--- config.mk ---
export PLATFORM = sky130hd
export DESIGN_NAME = decode_ctrl_stage
export DESIGN_NICKNAME = d
export VERILOG_FILES = /design/src/rtl/decode_ctrl_stage.sv
export SDC_FILE = /design/constraint.sdc
export NUM_CORES = 1
export LEC_CHECK = 0
export BUFFER_PORTS_ARGS = -buffer_cell sky130_fd_sc_hd__buf_2
export CORE_MARGIN = 5
export CORE_UTILIZATION = 35
export CTS_BUF_LIST = sky130_fd_sc_hd__clkbuf_16
export DETAILED_ROUTE_END_ITERATION = 8
export SYNTH_ARGS = -nofsm -noshare
export SYNTH_HDL_FRONTEND = slang
export SYNTH_SLANG_ARGS = --single-unit
--- constraint.sdc ---
create_clock -name clk -period 2.2 [get_ports clk]
set_input_delay 0.44 -clock clk [delete_from_list [all_inputs] [get_ports clk]]
set_output_delay 0.44 -clock clk [all_outputs]
set_load 0.01 [all_outputs]
--- src/rtl/decode_ctrl_stage.sv ---
// Registered RV32I decode/control stage: one instruction per cycle in, one decoded control bundle out.
// Optional feature macro: ILLEGAL_TRAP_EN adds the registered 'illegal' output flag.
module decode_ctrl_stage #(
  parameter int DATA_WIDTH = 32,
  parameter int ADDR_WIDTH = 32
) (
  input  logic                  clk,
  input  logic                  rst_n,
  input  logic                  in_valid,
  output logic                  in_ready,
  input  logic [DATA_WIDTH-1:0] instr,
  input  logic [ADDR_WIDTH-1:0] pc,
  input  logic                  flush,
  output logic                  out_valid,
  input  logic                  out_ready,
  output logic [ADDR_WIDTH-1:0] out_pc,
  output logic                  RegWrite,
  output logic                  MemWrite,
  output logic                  ALUsrc,
  output logic                  Branch,
  output logic                  BranchNe,
  output logic                  Jump,
  output logic [1:0]            ResultSrc,
  output logic [2:0]            ALUctrl,
  output logic [2:0]            ImmSrc,
  output logic [DATA_WIDTH-1:0] ImmExt,
  output logic [4:0]            rs1,
  output logic [4:0]            rs2,
  output logic [4:0]            rd
`ifdef ILLEGAL_TRAP_EN
  ,
  output logic                  illegal
`endif
);

  localparam logic [6:0] OP_R    = 7'b0110011;
  localparam logic [6:0] OP_I    = 7'b0010011;
  localparam logic [6:0] OP_LOAD = 7'b0000011;
  localparam logic [6:0] OP_STORE= 7'b0100011;
  localparam logic [6:0] OP_BR   = 7'b1100011;
  localparam logic [6:0] OP_JAL  = 7'b1101111;

  localparam logic [2:0] ALU_ADD = 3'b000;
  localparam logic [2:0] ALU_SUB = 3'b001;
  localparam logic [2:0] ALU_AND = 3'b010;
  localparam logic [2:0] ALU_OR  = 3'b011;
  localparam logic [2:0] ALU_SLT = 3'b101;

  localparam logic [2:0] IMM_I = 3'b000;
  localparam logic [2:0] IMM_S = 3'b001;
  localparam logic [2:0] IMM_B = 3'b010;
  localparam logic [2:0] IMM_J = 3'b011;

  logic [6:0] opcode;
  logic [2:0] funct3;
  logic [6:0] funct7;
  assign opcode = instr[6:0];
  assign funct3 = instr[14:12];
  assign funct7 = instr[31:25];

  logic       d_regwrite, d_memwrite, d_alusrc, d_branch, d_branchne, d_jump, d_illegal;
  logic [1:0] d_resultsrc;
  logic [2:0] d_aluctrl, d_immsrc;
  logic [31:0] imm32;
  logic [DATA_WIDTH-1:0] d_immext;

  always_comb begin
    d_regwrite  = 1'b0;
    d_memwrite  = 1'b0;
    d_alusrc    = 1'b0;
    d_branch    = 1'b0;
    d_branchne  = 1'b0;
    d_jump      = 1'b0;
    d_resultsrc = 2'b00;
    d_aluctrl   = ALU_ADD;
    d_immsrc    = IMM_I;
    d_illegal   = 1'b0;
    case (opcode)
      OP_R: begin
        d_regwrite = 1'b1;
        case ({funct7, funct3})
          {7'b0000000, 3'b000}: d_aluctrl = ALU_ADD;
          {7'b0100000, 3'b000}: d_aluctrl = ALU_SUB;
          {7'b0000000, 3'b111}: d_aluctrl = ALU_AND;
          {7'b0000000, 3'b110}: d_aluctrl = ALU_OR;
          {7'b0000000, 3'b010}: d_aluctrl = ALU_SLT;
          default:              d_illegal = 1'b1;
        endcase
      end
      OP_I: begin
        d_regwrite = 1'b1;
        d_alusrc   = 1'b1;
        case (funct3)
          3'b000:  d_aluctrl = ALU_ADD;
          3'b111:  d_aluctrl = ALU_AND;
          3'b110:  d_aluctrl = ALU_OR;
          3'b010:  d_aluctrl = ALU_SLT;
          default: d_illegal = 1'b1;
        endcase
      end
      OP_LOAD: begin
        d_regwrite  = 1'b1;
        d_alusrc    = 1'b1;
        d_resultsrc = 2'b01;
        d_illegal   = (funct3 != 3'b010);
      end
      OP_STORE: begin
        d_memwrite = 1'b1;
        d_alusrc   = 1'b1;
        d_immsrc   = IMM_S;
        d_illegal  = (funct3 != 3'b010);
      end
      OP_BR: begin
        d_branch   = 1'b1;
        d_branchne = (funct3 == 3'b001);
        d_aluctrl  = ALU_SUB;
        d_immsrc   = IMM_B;
        d_illegal  = (funct3 != 3'b000) && (funct3 != 3'b001);
      end
      OP_JAL: begin
        d_jump      = 1'b1;
        d_regwrite  = 1'b1;
        d_resultsrc = 2'b10;
        d_immsrc    = IMM_J;
      end
      default: d_illegal = 1'b1;
    endcase
    // Unsupported encodings leave the stage as harmless bubbles.
    if (d_illegal) begin
      d_regwrite  = 1'b0;
      d_memwrite  = 1'b0;
      d_alusrc    = 1'b0;
      d_branch    = 1'b0;
      d_branchne  = 1'b0;
      d_jump      = 1'b0;
      d_resultsrc = 2'b00;
      d_aluctrl   = ALU_ADD;
      d_immsrc    = IMM_I;
    end
  end

  always_comb begin
    imm32 = {{20{instr[31]}}, instr[31:20]};
    case (d_immsrc)
      IMM_S:   imm32 = {{20{instr[31]}}, instr[31:25], instr[11:7]};
      IMM_B:   imm32 = {{19{instr[31]}}, instr[31], instr[7], instr[30:25], instr[11:8], 1'b0};
      IMM_J:   imm32 = {{11{instr[31]}}, instr[31], instr[19:12], instr[20], instr[30:21], 1'b0};
      default: imm32 = {{20{instr[31]}}, instr[31:20]};
    endcase
  end
  assign d_immext = DATA_WIDTH'($signed(imm32));

  // Handshake: a transfer happens on a rising edge where valid && ready; the producer keeps its
  // payload stable while valid && !ready. Here the register accepts when empty or being drained.
  logic capture;
  assign in_ready = !out_valid || out_ready;
  assign capture  = in_valid && in_ready && !flush;

  always_ff @(posedge clk or negedge rst_n) begin
    if (!rst_n) begin
      out_valid <= 1'b0;
      out_pc    <= '0;
      RegWrite  <= 1'b0;
      MemWrite  <= 1'b0;
      ALUsrc    <= 1'b0;
      Branch    <= 1'b0;
      BranchNe  <= 1'b0;
      Jump      <= 1'b0;
      ResultSrc <= 2'b00;
      ALUctrl   <= 3'b000;
      ImmSrc    <= 3'b000;
      ImmExt    <= '0;
      rs1       <= 5'd0;
      rs2       <= 5'd0;
      rd        <= 5'd0;
`ifdef ILLEGAL_TRAP_EN
      illegal   <= 1'b0;
`endif
    end else if (flush) begin
      out_valid <= 1'b0;
    end else if (capture) begin
      out_valid <= 1'b1;
      out_pc    <= pc;
      RegWrite  <= d_regwrite;
      MemWrite  <= d_memwrite;
      ALUsrc    <= d_alusrc;
      Branch    <= d_branch;
      BranchNe  <= d_branchne;
      Jump      <= d_jump;
      ResultSrc <= d_resultsrc;
      ALUctrl   <= d_aluctrl;
      ImmSrc    <= d_immsrc;
      ImmExt    <= d_immext;
      rs1       <= instr[19:15];
      rs2       <= instr[24:20];
      rd        <= instr[11:7];
`ifdef ILLEGAL_TRAP_EN
      illegal   <= d_illegal;
`endif
    end else if (out_ready) begin
      out_valid <= 1'b0;
    end
  end

endmodule
* Word-level counts from Yosys, hierarchy flattened
Cells that the tools add are included.
** Word-level totals
- Register bits after elaboration :: 83
- Bits of input ports :: 69
- Output and inout port bits :: 95
** Cells by class
- Equal/unequal tests :: 19
- Muxes and demuxes :: 27
- Bitwise gates (word level) :: 1
- Reduce and logical (&&, ||, !) cells :: 16
** Operator list (number)
- one-hot mux 20 bit (3 select lines) :: 1
- == test 10 x 3 -> 1 bit (second input constant) :: 2
- one-hot mux 3 bit (3 select lines) :: 2
- two-way mux 1 bit :: 17
- == test 7 x 6 -> 1 bit (second input constant) :: 2
- == test 7 bit (second input constant) :: 2
- one-hot mux 3 bit (4 select lines) :: 1
- == test 10 x 2 -> 1 bit (second input constant) :: 1
- == test 10 x 9 -> 1 bit (second input constant) :: 1
- zero test 10 bit :: 1
- == test 3 x 2 -> 1 bit (second input constant) :: 3
- OR reduction 4 bit :: 2
- == test 7 x 2 -> 1 bit (second input constant) :: 1
- == test 7 x 5 -> 1 bit (second input constant) :: 1
- == test 3 x 1 -> 1 bit (second input constant) :: 2
- == test 3 bit (second input constant) :: 2
- two-way mux 3 bit :: 2
- one-hot mux 2 bit (3 select lines) :: 1
- nonzero test 3 bit :: 2
- one-hot mux 1 bit (5 select lines) :: 1
- OR reduction 5 bit :: 1
- one-hot mux 2 bit (2 select lines) :: 1
- logical AND 1 bit :: 3
- zero test 3 bit :: 1
- other kinds (9) :: 10

* Logic depth before layout (Yosys ltp)
Gate-level depths: netlist of run 1.
- Word-level depth :: 7
- Mapped depth :: 8

* Worst setup path after synthesis of run 1
No wires, ideal clock.
- Path type :: input to register
- Start :: input instr[26]
- End :: register ImmExt[11]
- Arrival time :: 1863 ps
- Data required time :: 2130 ps
- Slack :: 267 ps
- Stages on the path :: 5
- Path buffers :: 0
- Path through :: or4_4 nor3_4 a311oi_1 or4b_1 nand3_1
** Between the ends
- Word-level cells in the longest chain between the ends :: 7
** Ends and longest elaborated chain
- start: declaration :: RTL line 11 : input logic [DATA_WIDTH-1:0] instr,
- == test 10 x 2 -> 1 bit, or another cell as far along :: RTL line 81 : case ({funct7, funct3})
- OR reduction 5 bit (no source line) *
- two-way mux 1 bit * :: RTL line 81
- one-hot mux 1 bit (5 select lines) * :: RTL line 78 : case (opcode)
- two-way mux 3 bit * :: RTL line 129 : if (d_illegal) begin
- == test 3 x 2 -> 1 bit / == test 3 x 1 -> 1 bit (equally long branches) :: RTL line 144 : case (d_immsrc)
- one-hot mux 20 bit (3 select lines) * :: RTL line 144
- end signal: assignment :: RTL line 193 : ImmExt <= d_immext;
- end: declaration :: RTL line 26 : output logic [DATA_WIDTH-1:0] ImmExt,
Mark *: on every way between the ends. The rest lies on a longest branch, timed or not.
A chain may end at the register's enable or synchronous reset.

* Worst setup path in the final report of run 1
Ends and elaborated chain as after synthesis.

==> results of run 1 <==
==> area by class of cell <==
| cell class | count | area (um^2) |
|---|---|---|
| Sequential cell | 82 | 2050 |
| Multi-Input combinational cell | 295 | 1420 |
| Clock buffer | 9 | 225 |
| Inverter | 3 | 11.3 |
| Tap cell | 136 | 170 |
| Fill cell | 1027 | 5340 |
| Clock inverter | 7 | 85.1 |
| Timing Repair Buffer | 174 | 928 |
==> worst max-delay path, delay by kind of cell <==
kind            cells  cell delay [ps]
simple gates        4             1390
buf+inv             1              100
compound gates      1              180
==> flip-flops by register name (all words and copies together), names as in the netlist, 2 cells and up <==
register,flops
ImmExt,21
rd,5
rs1,5
ResultSrc,2
out_pc,32
ImmSrc,2
rs2,5
ALUctrl,3
==> per-stage QoR <==
stage | setup TNS, ps | area, um^2
2_1_floorplan | 0 | 3640
3_5_place_dp | -1.50 | 4580
4_1_cts | 0 | 4890
3_3_place_gp | 0 | 4580
6_report | 0 | 4890
5_1_grt | 0 | 4890
==> worst max-delay path by stage <==
stage	from	endpoint	slack, ps	depth (start not counted)
after CTS	out_valid$_DFFE_PN0P_	ALUctrl[2]$_DFFE_PN0P_	300	5
final	instr[26]	ImmExt[11]$_DFFE_PN0P_	350	6
after global routing	out_valid$_DFFE_PN0P_	ALUctrl[2]$_DFFE_PN0P_	220	5
after detailed placement	instr[26]	ImmSrc[0]$_DFFE_PN0P_	-1	6
after floorplan	instr[26]	ImmExt[11]$_DFFE_PN0P_	270	5
after global placement	instr[26]	ImmExt[11]$_DFFE_PN0P_	40	6
==> placed cells by master (no fill, tap or decap), drive strengths merged, types with 2 or more instances in the layout <==
cell and instances:
nand2 197, o41ai 5, dfrtp 82, nor3b 2
nand3 5, buf 174, nor3 4, inv 6
o21ai 19, clkinv 2, a31oi 2, clkbuf 9
mux2i 4, nand3b 5, a21oi 9, bufinv 2
and3 2, or4 2, and2 2, a211oi 2
o31ai 6, nor2b 4, nor2 9
==> logic make-up (layout without fill, tap and decap cells) <==
logic type,count (synthesis),after routing
AO/OA/AOI/OAI,50,50
buffers and inverters,37,193
flip-flops,82,82
multiplexers,4,4
other,1,1
AND/OR/NAND/NOR,240,240
==> routing by layer <==
layer  track usage, %  routed length, um  vias to the layer above  part of all wire [%]
met4             5.37                168                        0                   1.6
met3             4.10                666                       13                   6.5
li1                 -                  -                     1642                     -
met5                0                  0                        -                     0
met1             20.4               4180                     1567                    41
met2             27.6               5250                      126                    51
==> power groups by stage <==
stage / Sequential [W] / Clock [W] / Combinational [W]
final: 0.00180 / 0.00155 / 0.000749
after global routing: 0.00182 / 0.00168 / 0.000840
after CTS: 0.00180 / 0.00160 / 0.000768
after detailed placement: 0.00183 / 0 / 0.000767
after global placement: 0.00182 / 0 / 0.000753
after floorplan: 0.00191 / 0 / 0.000293
==> report_table.html, run 1 <==
<table>
<tr><th>Metric</th><th>Value</th></tr>
<tr><th colspan="2">Synthesis</th></tr>
<tr><td>Synthesized Nets</td><td>483</td></tr>
<tr><td>Share of synthesized area spent on multiplexers</td><td>1.10%</td></tr>
<tr><td>Largest family of logic cells by synthesized area</td><td>simple AND/OR/NAND/NOR gates</td></tr>
<tr><td>Top area cells in the synthesized netlist</td><td>dfrtp_1 (56%), nand2_1 (20%), buf_4 (2.5%), clkbuf_1 (2.2%), o21ai_0 (1.8%)</td></tr>
<tr><td>Part of the Yosys area used for sequential elements</td><td>56.3%</td></tr>
<tr><td>Most frequent cells after synthesis</td><td>nand2_1 (197), dfrtp_1 (82), clkbuf_1 (21)</td></tr>
<tr><td>Yosys cell types</td><td>44</td></tr>
<tr><td>Number of register bits inferred by synthesis</td><td>82</td></tr>
<tr><td>Compound-Gate Fraction of Synth Area</td><td>9.30%</td></tr>
<tr><td>Xor/xnor cell area share of the yosys netlist</td><td>0%</td></tr>
<tr><td>Number of flops mapped to enable cells by yosys</td><td>0</td></tr>
<tr><td>Count leader, synth</td><td>nand2_1</td></tr>
<tr><td>Area share of the largest cell type after synthesis</td><td>56.3%</td></tr>
<tr><td>Fraction of the mapped netlist area in adder cells</td><td>0%</td></tr>
<tr><td>Fraction of the mapped netlist area in simple logic gates</td><td>28.1%</td></tr>
<tr><td>Top FF cell, synth</td><td>dfrtp_1</td></tr>
<tr><td>Post-synthesis instance area</td><td>3640 um^2</td></tr>
<tr><td>Proportion of synthesized flip-flops having asynchronous set or reset</td><td>100%</td></tr>
<tr><td>Syn Area/Cell</td><td>8.80 um^2</td></tr>
<tr><td>Post-synth top area cell</td><td>dfrtp_1</td></tr>
<tr><td>Cells after synthesis</td><td>414</td></tr>
<tr><td>Warnings from Yosys</td><td>0</td></tr>
<tr><th colspan="2">Cells and area</th></tr>
<tr><td>Final #Nets</td><td>634</td></tr>
<tr><td>Final Instance Count excl. Fillers</td><td>706</td></tr>
<tr><td>Util after Layout</td><td>47.8%</td></tr>
<tr><td>Number of diodes added for antenna fixing</td><td>0</td></tr>
<tr><td>Area growth, synth to finish</td><td>34.2%</td></tr>
<tr><td>Proportion of layout cells with a drive suffix above 1</td><td>34.6%</td></tr>
<tr><th colspan="2">Placement</th></tr>
<tr><td>Worst setup timing slack at the placement stage</td><td>-1.50 ps</td></tr>
<tr><td>Half-perimeter wire length after detailed placement</td><td>7.82 mm</td></tr>
<tr><td>Count of placed standard cells including taps</td><td>690</td></tr>
<tr><td>Final GP Congestion</td><td>0.852</td></tr>
<tr><td>Number of buffers inserted by port buffering</td><td>162</td></tr>
<tr><th colspan="2">Timing</th></tr>
<tr><td>Number of max-slew violations in the final report</td><td>0</td></tr>
<tr><td>Final critical-path share of the clock period</td><td>84.0%</td></tr>
<tr><td>Total setup violations reported at the end of the flow</td><td>0</td></tr>
<tr><td>Worst hold slack across all endpoints</td><td>78.3 ps</td></tr>
<tr><td>Max Freq</td><td>541 MHz</td></tr>
<tr><td>Minimum clock period</td><td>1850 ps</td></tr>
<tr><td>Hold Fails Final Rpt</td><td>0</td></tr>
<tr><td>Post-layout worst setup margin</td><td>352 ps</td></tr>
<tr><td>Headroom to the max-slew limit</td><td>56.9%</td></tr>
<tr><td>Unrepaired setup endpoints after global routing</td><td>no</td></tr>
<tr><td>Worst Max-Slew Pin Slew</td><td>645 ps</td></tr>
<tr><td>Clock Skews</td><td>5.50 ps</td></tr>
<tr><th colspan="2">Power and ir drop</th></tr>
<tr><td>Switching power of the nets</td><td>0.00111 W</td></tr>
<tr><td>Logic pwr share</td><td>18.3%</td></tr>
<tr><td>Max VDD drop</td><td>0.312 mV</td></tr>
<tr><td>Clock power frac</td><td>37.8%</td></tr>
<tr><td>Pwr dens</td><td>837 nW/um^2</td></tr>
<tr><td>Final Power</td><td>0.00409 W</td></tr>
<tr><td>Seq pwr share</td><td>43.9%</td></tr>
<tr><td>Total internal power</td><td>0.00298 W</td></tr>
<tr><td>Proportion of total power due to net switching</td><td>27.1%</td></tr>
<tr><td>Leakage component of the power</td><td>2.68 nW</td></tr>
<tr><th colspan="2">Status</th></tr>
<tr><td>Run status</td><td>finished, final reports clean</td></tr>
<tr><th colspan="2">Global routing</th></tr>
<tr><td>Total routing resource utilization after global routing</td><td>16.3%</td></tr>
<tr><td>Initial antenna violation count</td><td>0</td></tr>
<tr><td>Largest net degree at the start of global routing</td><td>46</td></tr>
<tr><td>Vias in the first global route</td><td>3403</td></tr>
<tr><td>Sum of overflow across all layers after global routing</td><td>0</td></tr>
<tr><td>First-pass GRT wire length</td><td>16.8 mm</td></tr>
<tr><th colspan="2">Clock network</th></tr>
<tr><td>Worst-case clock buffer depth</td><td>2</td></tr>
<tr><td>Hold buffer count at cts</td><td>0</td></tr>
<tr><td>Number of clock sinks</td><td>82</td></tr>
<tr><td>Clk root buf</td><td>clkbuf_16</td></tr>
<tr><td>TritonCTS clock tree</td><td>yes</td></tr>
<tr><td>Number of gates resized after CTS</td><td>0</td></tr>
<tr><td>Level count of the clock H-tree</td><td>3</td></tr>
<tr><td>Clk slew on worst S/H paths</td><td>60 ps</td></tr>
<tr><td>Total clock buffers created by CTS</td><td>9</td></tr>
<tr><td>Clock latency on the worst-skew pair</td><td>320 ps</td></tr>
<tr><td>Number of setup buffers added after CTS</td><td>0</td></tr>
<tr><th colspan="2">Route</th></tr>
<tr><td>Post-detailed-route DRC marker count</td><td>0</td></tr>
<tr><td>Via-to-Cell Ratio</td><td>4.74</td></tr>
<tr><td>Vias after detailed routing</td><td>3348</td></tr>
<tr><td>1st-pass router iterations</td><td>4</td></tr>
<tr><td>WL final</td><td>10.3 mm</td></tr>
<tr><td>Number of routed nets with antenna violations</td><td>0</td></tr>
<tr><td>Number of DRC violations after detailed-routing iteration 0</td><td>120</td></tr>
<tr><td>Wire per inst</td><td>14.5 um</td></tr>
<tr><th colspan="2">Setup path</th></tr>
<tr><td>Flop-to-flop setup slack</td><td>350 ps</td></tr>
<tr><td>Worst endpoint data arrival time</td><td>2110 ps</td></tr>
<tr><td>Slowest library cell on the worst path</td><td>or4_4</td></tr>
<tr><td>R2R cell count</td><td>5</td></tr>
<tr><td>Sequence of cells on the critical path</td><td>buf_2 &gt; or4_4 &gt; nor3_4 &gt; a311oi_1 &gt; or4b_1 &gt; nand3_1</td></tr>
<tr><td>Kind of start point of the critical path</td><td>primary input</td></tr>
<tr><td>Launch instance of the worst register-to-register path</td><td>out_valid$_DFFE_PN0P_</td></tr>
<tr><td>Critical path class</td><td>in2reg</td></tr>
<tr><td>Maximum net fanout on the critical path</td><td>4</td></tr>
<tr><td>Crit path required time</td><td>2460 ps</td></tr>
<tr><td>Critical R2R Capture</td><td>ALUctrl[2]$_DFFE_PN0P_</td></tr>
<tr><td>Maximum single-stage delay on the critical path</td><td>560 ps</td></tr>
<tr><td>Crit path capture type</td><td>register</td></tr>
<tr><th colspan="2">Min path</th></tr>
<tr><td>Worst min path class</td><td>in2async</td></tr>
<tr><th colspan="2">Die</th></tr>
<tr><td>Starting Density</td><td>35.6%</td></tr>
<tr><td>Die Ht</td><td>112 um</td></tr>
<tr><td>Placement row count</td><td>37</td></tr>
<tr><td>Die Footprint</td><td>12600 um^2</td></tr>
<tr><td>Number of placed I/O pins</td><td>164</td></tr>
<tr><td>Die W</td><td>112 um</td></tr>
<tr><td>Core Region</td><td>10200 um^2</td></tr>
<tr><th colspan="2">Job</th></tr>
<tr><td>Maxcap violations</td><td>0</td></tr>
</table>
Power figures use the tool's default switching activity.
==> run 2, diff against run 1 <==
==> constraint.sdc (replaced) <==
create_clock -name clk -period 1.75 [get_ports clk]
set_input_delay 0.35 -clock clk [delete_from_list [all_inputs] [get_ports clk]]
set_output_delay 0.35 -clock clk [all_outputs]
set_load 0.01 [all_outputs]
==> run 2 against run 1 <==
  * The flow now finishes with violations (setup timing)
  * Via count up 2.6%
  * Clock skew down 2.1 ps
  * Largest cell class unchanged
  * Setup slack worse by 380 ps
==> report_table.html, run 2 (synthesis gave the netlist of run 1 again) <==
<table>
<tr><th>Metric</th><th>Value</th></tr>
<tr><th colspan="2">Status</th></tr>
<tr><td>Run status</td><td>finished with violations</td></tr>
<tr><td>Violations in the final reports</td><td>setup timing</td></tr>
<tr><th colspan="2">Setup path</th></tr>
<tr><td>Sequence of cells on the critical path</td><td>buf_6 &gt; or4_4 &gt; nor3_4 &gt; a311oi_4 &gt; or4b_1 &gt; nand3_1</td></tr>
<tr><td>Kind of start point of the critical path</td><td>primary input</td></tr>
<tr><td>Crit path buffers/inverters</td><td>1 (unchanged)</td></tr>
<tr><td>Maximum net fanout on the critical path</td><td>4 (unchanged)</td></tr>
<tr><td>Maximum single-stage delay on the critical path</td><td>560 ps (about the same)</td></tr>
<tr><td>Worst endpoint data arrival time</td><td>2050 ps (-60 ps)</td></tr>
<tr><td>Slowest library cell on the worst path</td><td>or4_4</td></tr>
<tr><td>Crit path capture type</td><td>register</td></tr>
<tr><td>Crit path required time</td><td>2020 ps (-440 ps)</td></tr>
<tr><td>Critical path class</td><td>in2reg</td></tr>
<tr><td>Top cell family by delay on the critical path</td><td>simple AND/OR/NAND/NOR gates</td></tr>
<tr><th colspan="2">Power and ir drop</th></tr>
<tr><td>Final Power</td><td>0.00525 W (+28%)</td></tr>
<tr><td>Max VDD drop</td><td>0.547 mV (+75%)</td></tr>
<tr><td>Pwr dens</td><td>1010 nW/um^2 (+21%)</td></tr>
<tr><td>Leakage component of the power</td><td>2.84 nW (+6.0%)</td></tr>
<tr><th colspan="2">Die</th></tr>
<tr><td>Die Ht</td><td>112 um (unchanged)</td></tr>
<tr><td>Placement row count</td><td>37 (unchanged)</td></tr>
<tr><td>Number of placed I/O pins</td><td>164 (unchanged)</td></tr>
<tr><td>Die Footprint</td><td>12600 um^2 (unchanged)</td></tr>
<tr><td>Die W</td><td>112 um (unchanged)</td></tr>
<tr><td>Core Region</td><td>10200 um^2 (unchanged)</td></tr>
<tr><td>Starting Density</td><td>35.6% (unchanged)</td></tr>
<tr><th colspan="2">Route</th></tr>
<tr><td>WL final</td><td>10.7 mm (+4.3%)</td></tr>
<tr><td>Wire per inst</td><td>14.6 um (+0.15%)</td></tr>
<tr><td>1st-pass router iterations</td><td>4 (unchanged)</td></tr>
<tr><td>Vias after detailed routing</td><td>3434 (+2.6%)</td></tr>
<tr><td>Via-to-Cell Ratio</td><td>4.67 (-1.5%)</td></tr>
<tr><td>Number of DRC violations after detailed-routing iteration 0</td><td>122 (+1.7%)</td></tr>
<tr><td>Number of routed nets with antenna violations</td><td>0 (unchanged)</td></tr>
<tr><td>Post-detailed-route DRC marker count</td><td>0 (unchanged)</td></tr>
<tr><th colspan="2">Cells and area</th></tr>
<tr><td>Proportion of layout cells with a drive suffix above 1</td><td>38.6% (+4.0 points)</td></tr>
<tr><td>Number of diodes added for antenna fixing</td><td>0 (unchanged)</td></tr>
<tr><td>Area growth, synth to finish</td><td>42.4%</td></tr>
<tr><td>Most common cell after layout, fill and taps aside</td><td>nand2_1</td></tr>
<tr><td>Registers with the highest flip-flop counts</td><td>out_pc x32, ImmExt x21</td></tr>
<tr><td>Final #Nets</td><td>664 (+4.7%)</td></tr>
<tr><td>Largest register by flop count</td><td>out_pc</td></tr>
<tr><td>Most used cells in the layout excluding fill and tap cells</td><td>nand2_1 (197), buf_2 (159), dfrtp_1 (82)</td></tr>
<tr><td>Flip-flop count of the largest register after layout</td><td>32 (unchanged)</td></tr>
<tr><th colspan="2">Clock network</th></tr>
<tr><td>Level count of the clock H-tree</td><td>3 (unchanged)</td></tr>
<tr><td>Total clock buffers created by CTS</td><td>9 (unchanged)</td></tr>
<tr><td>Clk root buf</td><td>clkbuf_16</td></tr>
<tr><td>Worst-case clock buffer depth</td><td>2 (unchanged)</td></tr>
<tr><td>Number of clock sinks</td><td>82 (unchanged)</td></tr>
<tr><td>TritonCTS clock tree</td><td>yes</td></tr>
<tr><td>Clock latency on the worst-skew pair</td><td>330 ps (about the same)</td></tr>
<tr><td>Clk slew on worst S/H paths</td><td>60 ps (about the same)</td></tr>
<tr><th colspan="2">Placement</th></tr>
<tr><td>Worst setup timing slack at the placement stage</td><td>-336 ps (-334 ps)</td></tr>
<tr><td>Number of buffers inserted by port buffering</td><td>162 (unchanged)</td></tr>
<tr><td>Final GP Congestion</td><td>0.878 (+3.1%)</td></tr>
<tr><td>Half-perimeter wire length after detailed placement</td><td>8.03 mm (+2.7%)</td></tr>
<tr><th colspan="2">Timing</th></tr>
<tr><td>Final critical-path share of the clock period</td><td>102%</td></tr>
<tr><td>Unrepaired setup endpoints after global routing</td><td>yes</td></tr>
<tr><td>Hold Fails Final Rpt</td><td>0 (unchanged)</td></tr>
<tr><td>Number of max-slew violations in the final report</td><td>0 (unchanged)</td></tr>
<tr><td>Clock Skews</td><td>3.36 ps (-2.14 ps)</td></tr>
<tr><td>Worst hold slack across all endpoints</td><td>207 ps (+129 ps)</td></tr>
<tr><td>Minimum clock period</td><td>1780 ps</td></tr>
<tr><td>Post-layout worst setup margin</td><td>-31.3 ps (-383 ps)</td></tr>
<tr><td>Max Freq</td><td>561 MHz</td></tr>
<tr><td>Headroom to the max-slew limit</td><td>57.3% (+0.44 points)</td></tr>
<tr><td>Worst Max-Slew Pin Slew</td><td>638 ps (-6.58 ps)</td></tr>
<tr><td>Total setup violations reported at the end of the flow</td><td>1 (+1)</td></tr>
<tr><th colspan="2">Job</th></tr>
<tr><td>Maxcap violations</td><td>0 (unchanged)</td></tr>
<tr><th colspan="2">Global routing</th></tr>
<tr><td>Vias in the first global route</td><td>3430 (+0.79%)</td></tr>
<tr><td>Sum of overflow across all layers after global routing</td><td>0 (unchanged)</td></tr>
<tr><td>Largest net degree at the start of global routing</td><td>37 (-20%)</td></tr>
<tr><td>Initial antenna violation count</td><td>0 (unchanged)</td></tr>
<tr><td>Total routing resource utilization after global routing</td><td>16.8% (+0.59 points)</td></tr>
<tr><td>First-pass GRT wire length</td><td>17.2 mm (+2.4%)</td></tr>
<tr><th colspan="2">Min path</th></tr>
<tr><td>Worst min path class</td><td>in2reg</td></tr>
</table>
## run 2: cell types whose count changed in the layout (fill, tap and decap cells not counted), moves of 2 or more
cell	before	now
buf_2	161	159
buf_4	11	37
inv_1	5	3
buf_6	0	4
## run 2: routing by layer
metal	part of all wire [%]	vias to the layer above	GRT usage [%]
li1	-	1697	-
met1	41	1614	20.1
met2	50	101	29.2
met3	6.1	22	3.88
met4	2.8	0	7.29
met5	0	-	0
## run 2: path summary, 6_finish.rpt
path / start / depth (start not counted) / slack (ps) / endpoint
max: instr[26] / 6 / -30 / ImmExt[11]$_DFFE_PN0P_
min: pc[18] / 3 / 210 / out_pc[18]$_DFFE_PN0P_
max reg2reg: out_valid$_DFFE_PN0P_ / 7 / 40 / ImmExt[11]$_DFFE_PN0P_
min reg2reg: out_pc[16]$_DFFE_PN0P_ / 2 / 470 / out_pc[16]$_DFFE_PN0P_
max in group asynchronous: rst_n / 3 / 780 / ImmSrc[0]$_DFFE_PN0P_
min in group asynchronous: rst_n / 2 / 470 / rs2[0]$_DFFE_PN0P_
## run 2: worst min-delay path, stage by stage
cell and delay, ps:
buf_2 70, nand2_1 40, nand2_1 50
## run 2: stage by stage
step                      std cells  TNS [ps]  utilization (%)  instance area, um^2
after detailed placement        714     -2540             46.6                 4770
after global routing            735      -187             50.7                 5190
after global placement          714     -2310             46.6                 4770
final                           735     -31.3             50.7                 5190
after floorplan                 414      -230                -                 3650
after CTS                       735     -5.36             50.3                 5140
## run 2: power breakdown
part	total (W)	internal (W)	switching, W
clock	0.00198	0.00123	0.000745
sequential	0.00226	0.00213	0.000134
combinational	0.00101	0.000431	0.000574
## run 2: what timing repair did
item,in CTS,in global routing
cloned,0,0
hold buffers,1,0
setup buffers,5,0
hold endpoints to repair,21,0
pin swaps,2,3
gates resized for setup,6,7
endpoints found under the setup margin,2,37
## run 2: final cells by class
class / instances / area [um^2]
sequential: 82 / 2050
multi-input combinational: 295 / 1460
inverter: 3 / 11.3
timing repair buffer: 204 / 1190
fill: 1008 / 5040
clock inverter: 6 / 83.8
tap: 136 / 170
clock buffer: 9 / 225
==> run 3, diff against run 2 <==
--- a/config.mk
+++ b/config.mk
@@ -8,7 +8,7 @@
 export BUFFER_PORTS_ARGS = -buffer_cell sky130_fd_sc_hd__buf_2
 export CORE_MARGIN = 5
 export CORE_UTILIZATION = 35
-export CTS_BUF_LIST = sky130_fd_sc_hd__clkbuf_16
+export CTS_BUF_LIST = sky130_fd_sc_hd__clkbuf_8
 export DETAILED_ROUTE_END_ITERATION = 8
 export SYNTH_ARGS = -nofsm -noshare
 export SYNTH_HDL_FRONTEND = slang
==> run 3 against run 2 <==
  * The run now ends clean
  * Wire length is 1.6% lower
  * Critical endpoint is now ImmSrc[0]$_DFFE_PN0P_
  * Clock skew rose by 1.8 ps
  * Flip-flop and latch count stayed put
  * Fmax is 4.0% higher
  * Sequential power hardly changed
  * Final cell count shrank 0.14%
==> report_table.html, run 3 (synthesis gave the netlist of run 1 again) <==
<table>
<tr><th>Metric</th><th>Value</th></tr>
<tr><th colspan="2">Timing</th></tr>
<tr><td>Worst hold slack across all endpoints</td><td>184 ps (-22.9 ps)</td></tr>
<tr><td>Clock Skews</td><td>5.17 ps (+1.81 ps)</td></tr>
<tr><td>Minimum clock period</td><td>1710 ps (-68.4 ps)</td></tr>
<tr><td>Worst Max-Slew Pin Slew</td><td>651 ps (+12.1 ps)</td></tr>
<tr><td>Total setup violations reported at the end of the flow</td><td>0 (-1)</td></tr>
<tr><td>Max Freq</td><td>584 MHz (+4.0%)</td></tr>
<tr><td>Unrepaired setup endpoints after global routing</td><td>yes</td></tr>
<tr><td>Setup TNS after final layout</td><td>0 ps (+31.3 ps)</td></tr>
<tr><td>Final critical-path share of the clock period</td><td>97.9% (-3.9 points)</td></tr>
<tr><td>Post-layout worst setup margin</td><td>37.1 ps (+68.4 ps)</td></tr>
<tr><td>Hold Fails Final Rpt</td><td>0 (unchanged)</td></tr>
<tr><td>Headroom to the max-slew limit</td><td>56.5% (-0.81 points)</td></tr>
<tr><td>Number of max-slew violations in the final report</td><td>0 (unchanged)</td></tr>
<tr><th colspan="2">Clock network</th></tr>
<tr><td>Total clock buffers created by CTS</td><td>9 (unchanged)</td></tr>
<tr><td>Worst-case clock buffer depth</td><td>2 (unchanged)</td></tr>
<tr><td>Clk root buf</td><td>clkbuf_8</td></tr>
<tr><td>Clk slew on worst S/H paths</td><td>80 ps (+20 ps)</td></tr>
<tr><td>Clock latency on the worst-skew pair</td><td>350 ps (+20 ps)</td></tr>
<tr><td>TritonCTS clock tree</td><td>yes</td></tr>
<tr><td>Number of clock sinks</td><td>82 (unchanged)</td></tr>
<tr><td>Level count of the clock H-tree</td><td>3 (unchanged)</td></tr>
<tr><th colspan="2">Setup path</th></tr>
<tr><td>Sequence of cells on the critical path</td><td>buf_2 &gt; or4_4 &gt; nor3_4 &gt; a311oi_2 &gt; or2_1 &gt; o41ai_2</td></tr>
<tr><td>Crit path capture type</td><td>register</td></tr>
<tr><td>Worst endpoint data arrival time</td><td>1970 ps (-80 ps)</td></tr>
<tr><td>Logic depth of the worst setup path including buffers</td><td>6 (unchanged)</td></tr>
<tr><td>Slowest library cell on the worst path</td><td>or4_4</td></tr>
<tr><td>Top cell family by delay on the critical path</td><td>simple AND/OR/NAND/NOR gates</td></tr>
<tr><td>Crit path required time</td><td>2000 ps (-20 ps)</td></tr>
<tr><td>Critical R2R Capture</td><td>ImmExt[11]$_DFFE_PN0P_</td></tr>
<tr><td>Launch instance of the worst register-to-register path</td><td>out_valid$_DFFE_PN0P_</td></tr>
<tr><td>Crit path buffers/inverters</td><td>1 (unchanged)</td></tr>
<tr><td>Critical path class</td><td>in2reg</td></tr>
<tr><td>R2R cell count</td><td>7 (unchanged)</td></tr>
<tr><td>Kind of start point of the critical path</td><td>primary input</td></tr>
<tr><td>Maximum net fanout on the critical path</td><td>4 (unchanged)</td></tr>
<tr><td>Maximum single-stage delay on the critical path</td><td>560 ps (about the same)</td></tr>
<tr><td>Flop-to-flop setup slack</td><td>60 ps (+20 ps)</td></tr>
<tr><th colspan="2">Job</th></tr>
<tr><td>Maxcap violations</td><td>0 (unchanged)</td></tr>
<tr><th colspan="2">Min path</th></tr>
<tr><td>Source of the worst hold timing path</td><td>pc[18]</td></tr>
<tr><td>Capture endpoint of the worst hold path</td><td>out_pc[18]$_DFFE_PN0P_</td></tr>
<tr><td>Worst min path class</td><td>in2reg</td></tr>
<tr><td>Worst Hold Depth</td><td>3 (unchanged)</td></tr>
<tr><th colspan="2">Route</th></tr>
<tr><td>Wire per inst</td><td>14.4 um (-1.5%)</td></tr>
<tr><td>WL final</td><td>10.5 mm (-1.6%)</td></tr>
<tr><td>Via-to-Cell Ratio</td><td>4.70 (+0.69%)</td></tr>
<tr><td>1st-pass router iterations</td><td>4 (unchanged)</td></tr>
<tr><td>Vias after detailed routing</td><td>3453 (+0.55%)</td></tr>
<tr><td>Post-detailed-route DRC marker count</td><td>0 (unchanged)</td></tr>
<tr><td>Number of DRC violations after detailed-routing iteration 0</td><td>147 (+20%)</td></tr>
<tr><td>Number of routed nets with antenna violations</td><td>0 (unchanged)</td></tr>
<tr><th colspan="2">Cells and area</th></tr>
<tr><td>Proportion of layout cells with a drive suffix above 1</td><td>38.8% (+0.23 points)</td></tr>
<tr><td>Flip-flop count of the largest register after layout</td><td>32 (unchanged)</td></tr>
<tr><td>Total area of multi-input combinational cells</td><td>1470 um^2 (+0.43%)</td></tr>
<tr><td>Most used cells in the layout excluding fill and tap cells</td><td>nand2_1 (197), buf_2 (161), dfrtp_1 (82)</td></tr>
<tr><td>Registers with the highest flip-flop counts</td><td>out_pc x32, ImmExt x21</td></tr>
<tr><td>Number of diodes added for antenna fixing</td><td>0 (unchanged)</td></tr>
<tr><td>Most common cell after layout, fill and taps aside</td><td>nand2_1</td></tr>
<tr><td>Final #Nets</td><td>663 (-0.15%)</td></tr>
<tr><td>Area growth, synth to finish</td><td>39.5%</td></tr>
<tr><td>Total area of sequential cells</td><td>2050 um^2 (unchanged)</td></tr>
<tr><td>Final Instance Count excl. Fillers</td><td>734 (-0.14%)</td></tr>
<tr><td>Number of fill cells</td><td>1023 (+1.5%)</td></tr>
<tr><td>Largest register by flop count</td><td>out_pc</td></tr>
<tr><th colspan="2">Die</th></tr>
<tr><td>Die W</td><td>112 um (unchanged)</td></tr>
<tr><td>Starting Density</td><td>35.6% (unchanged)</td></tr>
<tr><td>Core Region</td><td>10200 um^2 (unchanged)</td></tr>
<tr><td>Number of placed I/O pins</td><td>164 (unchanged)</td></tr>
<tr><td>Placement row count</td><td>37 (unchanged)</td></tr>
<tr><td>Die Footprint</td><td>12600 um^2 (unchanged)</td></tr>
<tr><td>Die Ht</td><td>112 um (unchanged)</td></tr>
<tr><th colspan="2">Global routing</th></tr>
<tr><td>First-pass GRT wire length</td><td>16.9 mm (-1.4%)</td></tr>
<tr><td>Total routing resource utilization after global routing</td><td>16.7% (-0.19 points)</td></tr>
<tr><td>Sum of overflow across all layers after global routing</td><td>0 (unchanged)</td></tr>
<tr><td>Largest net degree at the start of global routing</td><td>37 (unchanged)</td></tr>
<tr><td>Initial antenna violation count</td><td>0 (unchanged)</td></tr>
<tr><td>Vias in the first global route</td><td>3358 (-2.1%)</td></tr>
<tr><th colspan="2">Status</th></tr>
<tr><td>Run status</td><td>finished, final reports clean</td></tr>
<tr><th colspan="2">Power and ir drop</th></tr>
<tr><td>Leakage component of the power</td><td>2.79 nW (-1.8%)</td></tr>
<tr><td>Max VDD drop</td><td>0.362 mV (-34%)</td></tr>
<tr><td>Pwr dens</td><td>938 nW/um^2 (-7.2%)</td></tr>
<tr><th colspan="2">Placement</th></tr>
<tr><td>Half-perimeter wire length after detailed placement</td><td>8.03 mm (unchanged)</td></tr>
<tr><td>Count of placed standard cells including taps</td><td>714 (unchanged)</td></tr>
<tr><td>Number of buffers inserted by port buffering</td><td>162 (unchanged)</td></tr>
<tr><td>Worst setup timing slack at the placement stage</td><td>-336 ps (unchanged)</td></tr>
<tr><td>Final GP Congestion</td><td>0.878 (unchanged)</td></tr>
</table>
[run 3: cell types whose count changed in the layout (fill, tap and decap cells not counted), moves of 2 or more]
cell,delta
buf_6,-2
buf_2,+2
clkbuf_16,-9
clkbuf_8,+10
[run 3: layout make-up]
class	instances	share of cell area (%)
Sequential cell	82	40.3
Clock inverter	5	1.57
Multi-Input combinational cell	295	28.8
Clock buffer	10	2.71
Inverter	3	0.221
Tap cell	136	3.35
Timing Repair Buffer	203	23.0
[run 3: timing repair]
| item | in CTS | in global routing |
|---|---|---|
| gates cloned | 0 | 0 |
| endpoints found under the setup margin | 2 | 4 |
| hold buffers | 1 | 0 |
| buffers inserted | 3 | 1 |
| endpoints found under the hold margin | 21 | 0 |
| resized for setup | 4 | 7 |
| pin swaps | 2 | 3 |
[run 3: worst max-delay path by stage]
stage	from	endpoint	slack, ps
after floorplan	instr[26]	ImmExt[11]$_DFFE_PN0P_	-90
after global placement	instr[26]	ImmExt[11]$_DFFE_PN0P_	-330
after detailed placement	instr[26]	ImmExt[11]$_DFFE_PN0P_	-340
after CTS	out_valid$_DFFE_PN0P_	ALUctrl[2]$_DFFE_PN0P_	-10
after global routing	instr[26]	ImmSrc[0]$_DFFE_PN0P_	-20
final	instr[26]	ImmSrc[0]$_DFFE_PN0P_	40
[run 3: report_power, final]
part / internal, W / switching, W / total, W
Combinational: 0.000427 / 0.000572 / 0.000999
Clock: 0.000833 / 0.000683 / 0.00152
Sequential: 0.00213 / 0.000133 / 0.00226
Total: 0.00339 / 0.00139 / 0.00477
[run 3: worst register-to-register path, cell delays in order (launching register included)]
cell      delay (ps)
dfrtp_1          390
nor2b_4          140
inv_2             50
nand3b_1         200
buf_6            210
a31oi_4          120
or4b_1           450
nand3_1           80
[run 3: routing by layer]
metal,up-vias,GRT usage [%],wire length [um]
li1,1695,-,-
met1,1638,20.2,4480
met2,103,28.5,5250
met3,17,3.99,569
met4,0,6.73,231
met5,-,0,0
[run 3: stage by stage]
stage	utilization, %	instance area, um^2	power, W
2_1_floorplan	-	3650	0.00277
3_3_place_gp	46.6	4770	0.00328
3_5_place_dp	46.6	4770	0.00330
4_1_cts	49.2	5030	0.00485
5_1_grt	49.7	5090	0.00507
6_report	49.7	5090	0.00477
